===== src/rtl/alu_pkg.sv =====
// rtl/alu_pkg.sv - op codes, FSM state encoding and op classification for alu_multicycle
package alu_pkg;

    localparam logic [3:0] ALU_AND  = 4'b0000;
    localparam logic [3:0] ALU_OR   = 4'b0001;
    localparam logic [3:0] ALU_ADD  = 4'b0010;
    localparam logic [3:0] ALU_XOR  = 4'b0011;
    localparam logic [3:0] ALU_SUB  = 4'b0100;
    localparam logic [3:0] ALU_MUL  = 4'b0101;
    localparam logic [3:0] ALU_SLT  = 4'b0110;
    localparam logic [3:0] ALU_NOR  = 4'b0111;
    localparam logic [3:0] ALU_SLTU = 4'b1000;
    localparam logic [3:0] ALU_SLL  = 4'b1001;
    localparam logic [3:0] ALU_SRL  = 4'b1010;
    localparam logic [3:0] ALU_SRA  = 4'b1011;
    localparam logic [3:0] ALU_DIVU = 4'b1100;
    localparam logic [3:0] ALU_REMU = 4'b1101;

    typedef enum logic [1:0] {
        IDLE = 2'd0,
        ITER = 2'd1,
        DONE = 2'd2
    } state_t;

    // Without the divider, DIVU/REMU decode as reserved single-cycle ops.
    function automatic logic is_multicycle(input logic [3:0] op);
`ifdef ALU_DIV_EN
        return (op == ALU_MUL) || (op == ALU_DIVU) || (op == ALU_REMU);
`else
        return (op == ALU_MUL);
`endif
    endfunction

endpackage


===== src/rtl/alu_iter_unit.sv =====
// rtl/alu_iter_unit.sv - one-bit-per-cycle shift-add multiplier and restoring divider
// Divider datapath present only when ALU_DIV_EN is defined.
module alu_iter_unit
    import alu_pkg::*;
#(
    parameter int DATA_WIDTH = 32,
    parameter int CTRL_WIDTH = 4
) (
    input  logic                  clk,
    input  logic                  rst_n,
    input  logic                  start,
    input  logic [CTRL_WIDTH-1:0] op,
    input  logic [DATA_WIDTH-1:0] a,
    input  logic [DATA_WIDTH-1:0] b,
    output logic                  done,
    output logic [DATA_WIDTH-1:0] result,
    output logic                  divzero
);

    localparam int              CNT_W = $clog2(DATA_WIDTH) + 1;
    localparam logic [CNT_W-1:0] LAST = CNT_W'(DATA_WIDTH);

    logic                  busy_q;
    logic [CNT_W-1:0]      cnt_q;
    logic [CTRL_WIDTH-1:0] op_q;
    logic [DATA_WIDTH-1:0] hi_q, lo_q, opnd_q;
    logic [DATA_WIDTH-1:0] hi_s, lo_s, opnd_s;
    logic [DATA_WIDTH-1:0] hi_d, lo_d, opnd_d;
    logic                  is_mul;

`ifdef ALU_DIV_EN
    logic [DATA_WIDTH:0] rem_sh, trial;
    logic                divzero_q;
`endif

    assign done   = busy_q && (cnt_q == LAST);
    assign is_mul = start ? (op == ALU_MUL) : (op_q == ALU_MUL);

    // The first step is applied on the start edge itself, so the unit is busy exactly DATA_WIDTH cycles.
    always_comb begin
        hi_s   = hi_q;
        lo_s   = lo_q;
        opnd_s = opnd_q;
        if (start) begin
            hi_s   = '0;
            lo_s   = is_mul ? b : a;
            opnd_s = is_mul ? a : b;
        end
    end

`ifdef ALU_DIV_EN
    assign rem_sh = {hi_s, lo_s[DATA_WIDTH-1]};
    assign trial  = rem_sh - {1'b0, opnd_s};
`endif

    // hi: accumulator / partial remainder, lo: multiplier / dividend-quotient, opnd: multiplicand / divisor.
    always_comb begin
        hi_d   = hi_s + (lo_s[0] ? opnd_s : '0);
        lo_d   = lo_s >> 1;
        opnd_d = opnd_s << 1;
`ifdef ALU_DIV_EN
        if (!is_mul) begin
            opnd_d = opnd_s;
            if (trial[DATA_WIDTH]) begin
                hi_d = rem_sh[DATA_WIDTH-1:0];
                lo_d = {lo_s[DATA_WIDTH-2:0], 1'b0};
            end else begin
                hi_d = trial[DATA_WIDTH-1:0];
                lo_d = {lo_s[DATA_WIDTH-2:0], 1'b1};
            end
        end
`endif
    end

    always_ff @(posedge clk or negedge rst_n) begin
        if (!rst_n) begin
            busy_q <= 1'b0;
            cnt_q  <= '0;
            op_q   <= '0;
            hi_q   <= '0;
            lo_q   <= '0;
            opnd_q <= '0;
        end else if (start || (busy_q && !done)) begin
            busy_q <= 1'b1;
            cnt_q  <= start ? CNT_W'(1) : cnt_q + 1'b1;
            hi_q   <= hi_d;
            lo_q   <= lo_d;
            opnd_q <= opnd_d;
            if (start) begin
                op_q <= op;
            end
        end else if (done) begin
            busy_q <= 1'b0;
        end
    end

`ifdef ALU_DIV_EN
    always_ff @(posedge clk or negedge rst_n) begin
        if (!rst_n) begin
            divzero_q <= 1'b0;
        end else if (start) begin
            divzero_q <= (op != ALU_MUL) && (b == '0);
        end
    end

    assign result  = (op_q == ALU_DIVU) ? lo_q : hi_q;
    assign divzero = divzero_q;
`else
    assign result  = (op_q == ALU_MUL) ? hi_q : '0;
    assign divzero = 1'b0;
`endif

endmodule


===== src/rtl/alu_multicycle.sv =====
// rtl/alu_multicycle.sv - MIPS ALU with valid/ready handshake and iterative MUL/DIVU/REMU
// Define ALU_DIV_EN to build the divider; otherwise DIVU/REMU decode as reserved.
module alu_multicycle
    import alu_pkg::*;
#(
    parameter int DATA_WIDTH  = 32,
    parameter int CTRL_WIDTH  = 4,
    parameter int SHAMT_WIDTH = $clog2(DATA_WIDTH)
) (
    input  logic                  CLK,
    input  logic                  RST_N,
    input  logic [DATA_WIDTH-1:0] SrcA,
    input  logic [DATA_WIDTH-1:0] SrcB,
    input  logic [CTRL_WIDTH-1:0] ALUControl,
    input  logic                  InValid,
    output logic                  InReady,
    output logic [DATA_WIDTH-1:0] ALUResult,
    output logic                  ZERO,
    output logic                  Overflow,
    output logic                  DivZero,
    output logic                  OutValid,
    input  logic                  OutReady
);

    localparam int MSB = DATA_WIDTH - 1;

    state_t                 state_q, state_d;
    logic                   accept, start;
    logic                   iter_done, iter_divzero;
    logic [DATA_WIDTH-1:0]  iter_result;
    logic [DATA_WIDTH-1:0]  sum, diff, sc_res;
    logic                   sc_ovf;
    logic [SHAMT_WIDTH-1:0] shamt;
    logic [DATA_WIDTH-1:0]  res_q;
    logic                   zero_q, ovf_q, dz_q;

    assign sum   = SrcA + SrcB;
    assign diff  = SrcA - SrcB;
    assign shamt = SrcB[SHAMT_WIDTH-1:0];

    always_ff @(posedge CLK or negedge RST_N) begin
        if (!RST_N) begin
            state_q <= IDLE;
        end else begin
            state_q <= state_d;
        end
    end

    always_comb begin
        state_d  = state_q;
        InReady  = 1'b0;
        OutValid = 1'b0;
        accept   = 1'b0;
        start    = 1'b0;
        case (state_q)
            IDLE: begin
                InReady = 1'b1;
                if (InValid) begin
                    accept = 1'b1;
                    if (is_multicycle(ALUControl)) begin
                        start   = 1'b1;
                        state_d = ITER;
                    end else begin
                        state_d = DONE;
                    end
                end
            end
            ITER: begin
                if (iter_done) begin
                    state_d = DONE;
                end
            end
            DONE: begin
                OutValid = 1'b1;
                if (OutReady) begin
                    state_d = IDLE;
                end
            end
            default: state_d = IDLE;
        endcase
    end

    // Reserved codes (and MUL, which never reaches here) fall to the zero default.
    always_comb begin
        sc_res = '0;
        sc_ovf = 1'b0;
        case (ALUControl)
            ALU_AND:  sc_res = SrcA & SrcB;
            ALU_OR:   sc_res = SrcA | SrcB;
            ALU_XOR:  sc_res = SrcA ^ SrcB;
            ALU_NOR:  sc_res = ~(SrcA | SrcB);
            ALU_ADD: begin
                sc_res = sum;
                sc_ovf = (SrcA[MSB] == SrcB[MSB]) && (sum[MSB] != SrcA[MSB]);
            end
            ALU_SUB: begin
                sc_res = diff;
                sc_ovf = (SrcA[MSB] != SrcB[MSB]) && (diff[MSB] != SrcA[MSB]);
            end
            ALU_SLT:  sc_res = DATA_WIDTH'($signed(SrcA) < $signed(SrcB));
            ALU_SLTU: sc_res = DATA_WIDTH'(SrcA < SrcB);
            ALU_SLL:  sc_res = SrcA << shamt;
            ALU_SRL:  sc_res = SrcA >> shamt;
            ALU_SRA:  sc_res = $signed(SrcA) >>> shamt;
            default:  sc_res = '0;
        endcase
    end

    alu_iter_unit #(
        .DATA_WIDTH (DATA_WIDTH),
        .CTRL_WIDTH (CTRL_WIDTH)
    ) u_iter (
        .clk     (CLK),
        .rst_n   (RST_N),
        .start   (start),
        .op      (ALUControl),
        .a       (SrcA),
        .b       (SrcB),
        .done    (iter_done),
        .result  (iter_result),
        .divzero (iter_divzero)
    );

    // Result and flags are only written on accept or iteration end, so they hold through DONE.
    always_ff @(posedge CLK or negedge RST_N) begin
        if (!RST_N) begin
            res_q  <= '0;
            zero_q <= 1'b0;
            ovf_q  <= 1'b0;
            dz_q   <= 1'b0;
        end else if (accept && !start) begin
            res_q  <= sc_res;
            zero_q <= (sc_res == '0);
            ovf_q  <= sc_ovf;
            dz_q   <= 1'b0;
        end else if ((state_q == ITER) && iter_done) begin
            res_q  <= iter_result;
            zero_q <= (iter_result == '0);
            ovf_q  <= 1'b0;
            dz_q   <= iter_divzero;
        end
    end

    assign ALUResult = res_q;
    assign ZERO      = zero_q;
    assign Overflow  = ovf_q;
    assign DivZero   = dz_q;

endmodule


===== config.mk =====
export PLATFORM = sky130hd
export DESIGN_NAME = alu_multicycle
export DESIGN_NICKNAME = d
export VERILOG_FILES = /design/src/rtl/alu_pkg.sv /design/src/rtl/alu_iter_unit.sv /design/src/rtl/alu_multicycle.sv
export SDC_FILE = /design/constraint.sdc
export NUM_CORES = 1
export LEC_CHECK = 0
export ABC_AREA = 0
export CAP_MARGIN = 20
export CORE_MARGIN = 4
export CORE_UTILIZATION = 55
export CTS_BUF_LIST = sky130_fd_sc_hd__clkbuf_4 sky130_fd_sc_hd__clkbuf_8 sky130_fd_sc_hd__clkbuf_16
export CTS_CLUSTER_SIZE = 10
export DETAILED_ROUTE_END_ITERATION = 7
export GPL_TIMING_DRIVEN = 0
export HOLD_SLACK_MARGIN = 0.15
export PLACE_DENSITY = 0.77
export SLEW_MARGIN = 10
export SYNTH_ARGS = -nofsm -noshare
export SYNTH_HDL_FRONTEND = slang
export SYNTH_HIERARCHICAL = 1
export SYNTH_SLANG_ARGS = --single-unit

===== constraint.sdc =====
create_clock -name CLK -period 3.46 [get_ports CLK]
set_input_delay 0.692 -clock CLK [delete_from_list [all_inputs] [get_ports CLK]]
set_output_delay 0.692 -clock CLK [all_outputs]
set_load 0.02 [all_outputs]

==> impl_metrics.py, run 1 <==
metrics = {
    "clocking": {
        "clk_path_buf_depth": 2,
        "htree_levels": 4,
        "cts.sinks": 142,
        "root_buffer": "clkbuf_16",
        "numCtsBuffers": 17,
        "cts_hold_buffers": 0,
    },
    "synthesis": {
        "synth-seq-cells": 142,
        "synth.cell_area_sq_mm": 0.01972,
        "synth_edf_count": 0,
        "synth_cell_types": 111,
        "synth_ff_type": "dfrtp_1",
        "netlist.area_leader.share_pct": 18.02,
        "ys_async_sr_fraction_pct": 100.0,
        "avgSynthCellArea_sq_um": 7.505,
        "synth.largest_area_cell": "dfrtp_1",
        "ys_seq_area_share_pct": 18.02,
        "syn_inst": 2628,
        "synth_warnings": 6,
        "syn_nets": 2836,
        "synth_area_leaders": "dfrtp_1 (18%), ha_1 (8.4%), mux2i_1 (5.9%)",
    },
    "status": {
        "error": "[ERROR GRT-0232] Routing congestion too high. Check the congestion heatmap in the GUI.",
        "stop_stage": "global routing",
        "run_status": "aborted with a tool error",
    },
    "place": {
        "gp_congestion": 1.274,
        "port_buffers": 108,
        "dp_hpwl_mm": 81.50,
        "dpl-instance-area_sq_mm": 0.02186,
        "place_ws_ps": -2679,
    },
    "sta": {
        "postGrtWorstEndpoint": "ZERO$_DFFE_PN0P_/D",
        "worst_endpoint_kind": "sequential cell input",
    },
    "floorplan": {
        "die_h_um": 197.4,
        "start_util_pct": 55.59,
        "die_w_um": 197.4,
        "io_pins": 109,
        "num_rows": 69,
    },
    "grt": {
        "overflow": 67,
        "grt_usage_pct": 73.13,
        "grt_max_degree": 75,
    },
}
-- synth_stat cells (24+ instances only) --
| master | instances |
|---|---|
| nand2_1 | 296 |
| a22oi_1 | 33 |
| buf_2 | 57 |
| mux2_2 | 36 |
| a211oi_1 | 77 |
| clkbuf_1 | 112 |
| and3_1 | 29 |
| o21ai_0 | 173 |
| nor2_1 | 230 |
| a31oi_1 | 37 |
| nor3_1 | 50 |
| o211ai_1 | 31 |
| ha_1 | 133 |
| mux4_2 | 36 |
| nor2b_1 | 57 |
| and2_1 | 76 |
| mux2i_1 | 117 |
| inv_1 | 103 |
| a21oi_1 | 233 |
| a21o_1 | 24 |
| nand3_1 | 56 |
| nand4_1 | 28 |
| dfrtp_1 | 142 |
| nor4_1 | 30 |
| xnor2_1 | 36 |
-- per-layer routing --
layer | GRT overflow | GRT usage [%]
met5 | 1 | 24.57
met3 | 0 | 59.00
met2 | 31 | 88.53
met4 | 35 | 71.34
met1 | 0 | 73.98
-- what timing repair did --
item | CTS
endpoints found under the hold margin | 0
gates cloned | 5
pin swaps | 121
resized for setup | 635
endpoints found under the setup margin | 65
buffers inserted | 116
-- metrics by stage --
step           cells  hold slack [ps]  util (%)
4_1_cts         3346            283.4     70.68
3_5_place_dp    3201            465.6     61.62
3_3_place_gp    3197            456.6     61.43
2_1_floorplan   2628            396.4         -
-- cells by family after synthesis --
family / Yosys count / share of synthesized area [%]
mux: 194 / 12.50
other cells: 1 / 0.01901
xor+xnor: 53 / 2.353
fa+ha+maj: 136 / 8.741
buf+inv: 313 / 6.921
flops: 142 / 18.02
compound gates: 840 / 27.99
simple gates: 949 / 23.46
==> run 2: changes to the inputs <==
--- a/config.mk
+++ b/config.mk
@@ -8,13 +8,10 @@
 export ABC_AREA = 0
 export CAP_MARGIN = 20
 export CORE_MARGIN = 4
-export CORE_UTILIZATION = 55
-export CTS_BUF_LIST = sky130_fd_sc_hd__clkbuf_4 sky130_fd_sc_hd__clkbuf_8 sky130_fd_sc_hd__clkbuf_16
-export CTS_CLUSTER_SIZE = 10
+export CORE_UTILIZATION = 40
 export DETAILED_ROUTE_END_ITERATION = 7
 export GPL_TIMING_DRIVEN = 0
-export HOLD_SLACK_MARGIN = 0.15
-export PLACE_DENSITY = 0.77
+export PLACE_DENSITY_LB_ADDON = 0.15
 export SLEW_MARGIN = 10
 export SYNTH_ARGS = -nofsm -noshare
 export SYNTH_HDL_FRONTEND = slang
==> constraint.sdc (replaced) <==
create_clock -name CLK -period 4.5 [get_ports CLK]
set_input_delay 0.9 -clock CLK [delete_from_list [all_inputs] [get_ports CLK]]
set_output_delay 0.9 -clock CLK [all_outputs]
set_load 0.02 [all_outputs]
==> impl_metrics.py, run 2 <==
metrics = {
    "power": {
        "power.switching_mw": 4.181,
        "total_power_mw": 8.710,
        "power.density_mw_per_mm2": 363.6,
        "comb_power_share_pct": 57.4,
        "p_leak_nw": 9.856,
        "p_int_mw": 4.529,
        "p_seq_share_pct": 24.8,
        "p_clk_share_pct": 17.7,
        "switching_share_pct": 48.01,
        "ir_drop_v": 0.0003734,
    },
    "place": {
        "place_ws_ps": -2474,
        "port_buffers": 108,
        "dp_hpwl_mm": 91.05,
        "gp_congestion": 1.096,
    },
    "floorplan": {
        "coreArea_sq_mm": 0.04885,
        "dieArea_sq_mm": 0.05293,
        "die_h_um": 230.1,
        "io_pins": 109,
        "num_rows": 81,
        "start_util_pct": 40.38,
        "die_w_um": 230.1,
    },
    "sta": {
        "slew_violations": 0,
        "fmax_mhz": 216.9,
        "slew_headroom_pct": 24.35,
        "setup_ws_ps": -110.9,
        "tightestPinTransition_ps": 1127,
        "post-route-min-period_ps": 4611,
        "post-route-period-util_pct": 102.5,
        "finalSetupViolCount": 2,
        "skew_ps": 15.54,
        "hold_violations": 0,
    },
    "grt": {
        "overflow": 0,
        "grt_pass1_wl_mm": 161.9,
        "grt_max_degree": 81,
        "grt_pass1_vias": 22650,
        "antenna_found_initial": 3,
        "grt_usage_pct": 41.65,
    },
    "finish": {
        "mostFrequentLayoutCell": "nand2_1",
        "final_cell_mix": "nand2_1 (295), nor2_1 (222), a21oi_1 (219)",
        "syn_to_final_growth_pct": 21.45,
        "drive_gt1_share_pct": 16.91,
        "nNetsFinal": 3022,
    },
    "clocking": {
        "clock_latency_ps": 470,
        "numCtsBuffers": 17,
        "cts.sinks": 142,
        "cts_tree": "done",
        "root_buffer": "clkbuf_16",
        "htree_levels": 4,
        "cts.clk_slew.worst_paths_ps": 60,
        "clk_path_buf_depth": 2,
    },
    "synthesis": {
        "synth.largest_area_cell": "dfrtp_1",
        "yosysMostFrequentCell": "nand2_1",
        "synth_cell_types": 111,
        "ys_seq_area_share_pct": 18.02,
        "syn_nets": 2836,
        "avgSynthCellArea_sq_um": 7.505,
        "synth.cell_area_sq_mm": 0.01972,
        "synth_edf_count": 0,
        "synth_common_cells": "nand2_1 (296), a21oi_1 (233), nor2_1 (230)",
        "synth_ff_type": "dfrtp_1",
        "netlist.area_leader.share_pct": 18.02,
        "ys_async_sr_fraction_pct": 100.0,
        "synth-seq-cells": 142,
        "syn_inst": 2628,
        "synth_warnings": 6,
        "synth_area_leaders": "dfrtp_1 (18%), ha_1 (8.4%), mux2i_1 (5.9%)",
    },
    "detailed_routing": {
        "route.vias.total": 23800,
        "wl_per_cell_um": 32.85,
        "first_pass_iters": 6,
        "drt_first_iter_violations": 3192,
        "routed_wl_mm": 114.8,
        "ant_nets": 0,
        "vias_per_cell": 6.809,
        "drc": 0,
    },
    "status": {
        "violations": "negative setup slack",
        "run_status": "finished, violations left",
    },
    "worst_setup_path": {
        "start_kind": "input pin",
        "rr_endpoint": "u_iter/hi_q[28]",
        "reg2regPathDepth": 18,
        "timing.rr.start": "state_q[1]",
        "critPathMaxFanout": 10,
        "worstPathArrival_ps": 5010,
        "required_ps": 4900,
        "r2r_slack_ps": 440,
        "worst-setup-path-type": "input pin to register",
        "cp-end-kind": "register",
    },
    "hold_path": {
        "hold_path.class": "input pin to async pin",
    },
    "flow_run": {
        "max_cap_violations": 0,
    },
}
-- run 2: cell counts after synthesis --
No cell type changed its count.
-- run 2: layout make-up --
type / instances / area, sq um
Buffer: 201 / 1287
Multi-Input combinational cell: 2173 / 15650
Fill cell: 4933 / 24890
Inverter: 108 / 440.4
Timing Repair Buffer: 171 / 1568
Antenna cell: 4 / 10.01
Clock buffer: 19 / 442.9
Sequential cell: 142 / 3553
Tap cell: 664 / 830.8
Clock inverter: 13 / 176.4
-- run 2: cell families after synthesis --
group | share of synthesized area, %
XOR/XNOR | 2.353
adder cells (fa/ha/maj) | 8.741
buffers and inverters | 6.921
flip-flops | 18.02
multiplexers | 12.50
AO/OA/AOI/OAI | 27.99
other | 0.01901
AND/OR/NAND/NOR | 23.46
-- run 2: how the worst max path moves through the flow --
stage	start	endpoint	slack, ps
finish	SrcB[0]	ZERO	-110
global route	SrcB[2]	ZERO	-30
CTS	SrcB[6]	ZERO	0.4
detailed placement	SrcB[2]	ZERO	-2470
global placement	RST_N	u_iter/op_q[1]	-3440
floorplan	SrcB[1]	ZERO	20
-- run 2: through the flow --
step	instance area (sq um)	hold WS, ps	TNS [ps]	util [%]	instances
finish	23960	384.6	-155.2	49.04	3495
global route	23950	406.5	-36.56	49.02	3491
CTS	23300	372.6	0	47.69	3467
detailed placement	21730	464.7	-123010	44.49	3406
global placement	21650	456.8	-600080	44.31	3400
floorplan	19730	442.9	0	-	2628
-- run 2: timing repair --
| action | CTS | global route |
|---|---|---|
| setup buffers | 30 | 27 |
| pin swaps | 28 | 40 |
| setup endpoints to repair | 84 | 19 |
| hold buffers | 0 | 0 |
| cloned | 0 | 1 |
| gates resized for setup | 271 | 194 |
-- run 2: routing by layer --
layer / routed length [um] / global-route usage (%) / vias to the layer above
met3: 13950 / 11.24 / 372
met5: 8 / 0 / -
met4: 7021 / 20.81 / 2
met2: 48320 / 61.90 / 1724
li1: - / - / 10080
met1: 45500 / 55.73 / 11620
-- run 2: critical path, stage by stage --
cell and delay [ps]:
clkdlybuf4s15_2 290, buf_6 220, buf_6 180, clkbuf_4 260, nor2_1 500, a22oi_1 190, nand3_1 230, nand2_1 150
a311o_1 400, nor4_4 330, nand4b_1 280, nor4_2 340, nand4_1 240, nor4_2 280, a32o_1 200
-- run 2: power groups by stage --
stage / Sequential [mW] / Clock (mW) / Combinational [mW]
floorplan: 2.11 / 0 / 2.79
global placement: 2.14 / 0 / 4.44
detailed placement: 2.15 / 0 / 4.50
CTS: 2.14 / 1.59 / 4.70
global route: 2.20 / 1.64 / 5.32
finish: 2.16 / 1.55 / 5.00
Note: power is estimated with default switching activity, not from simulation.
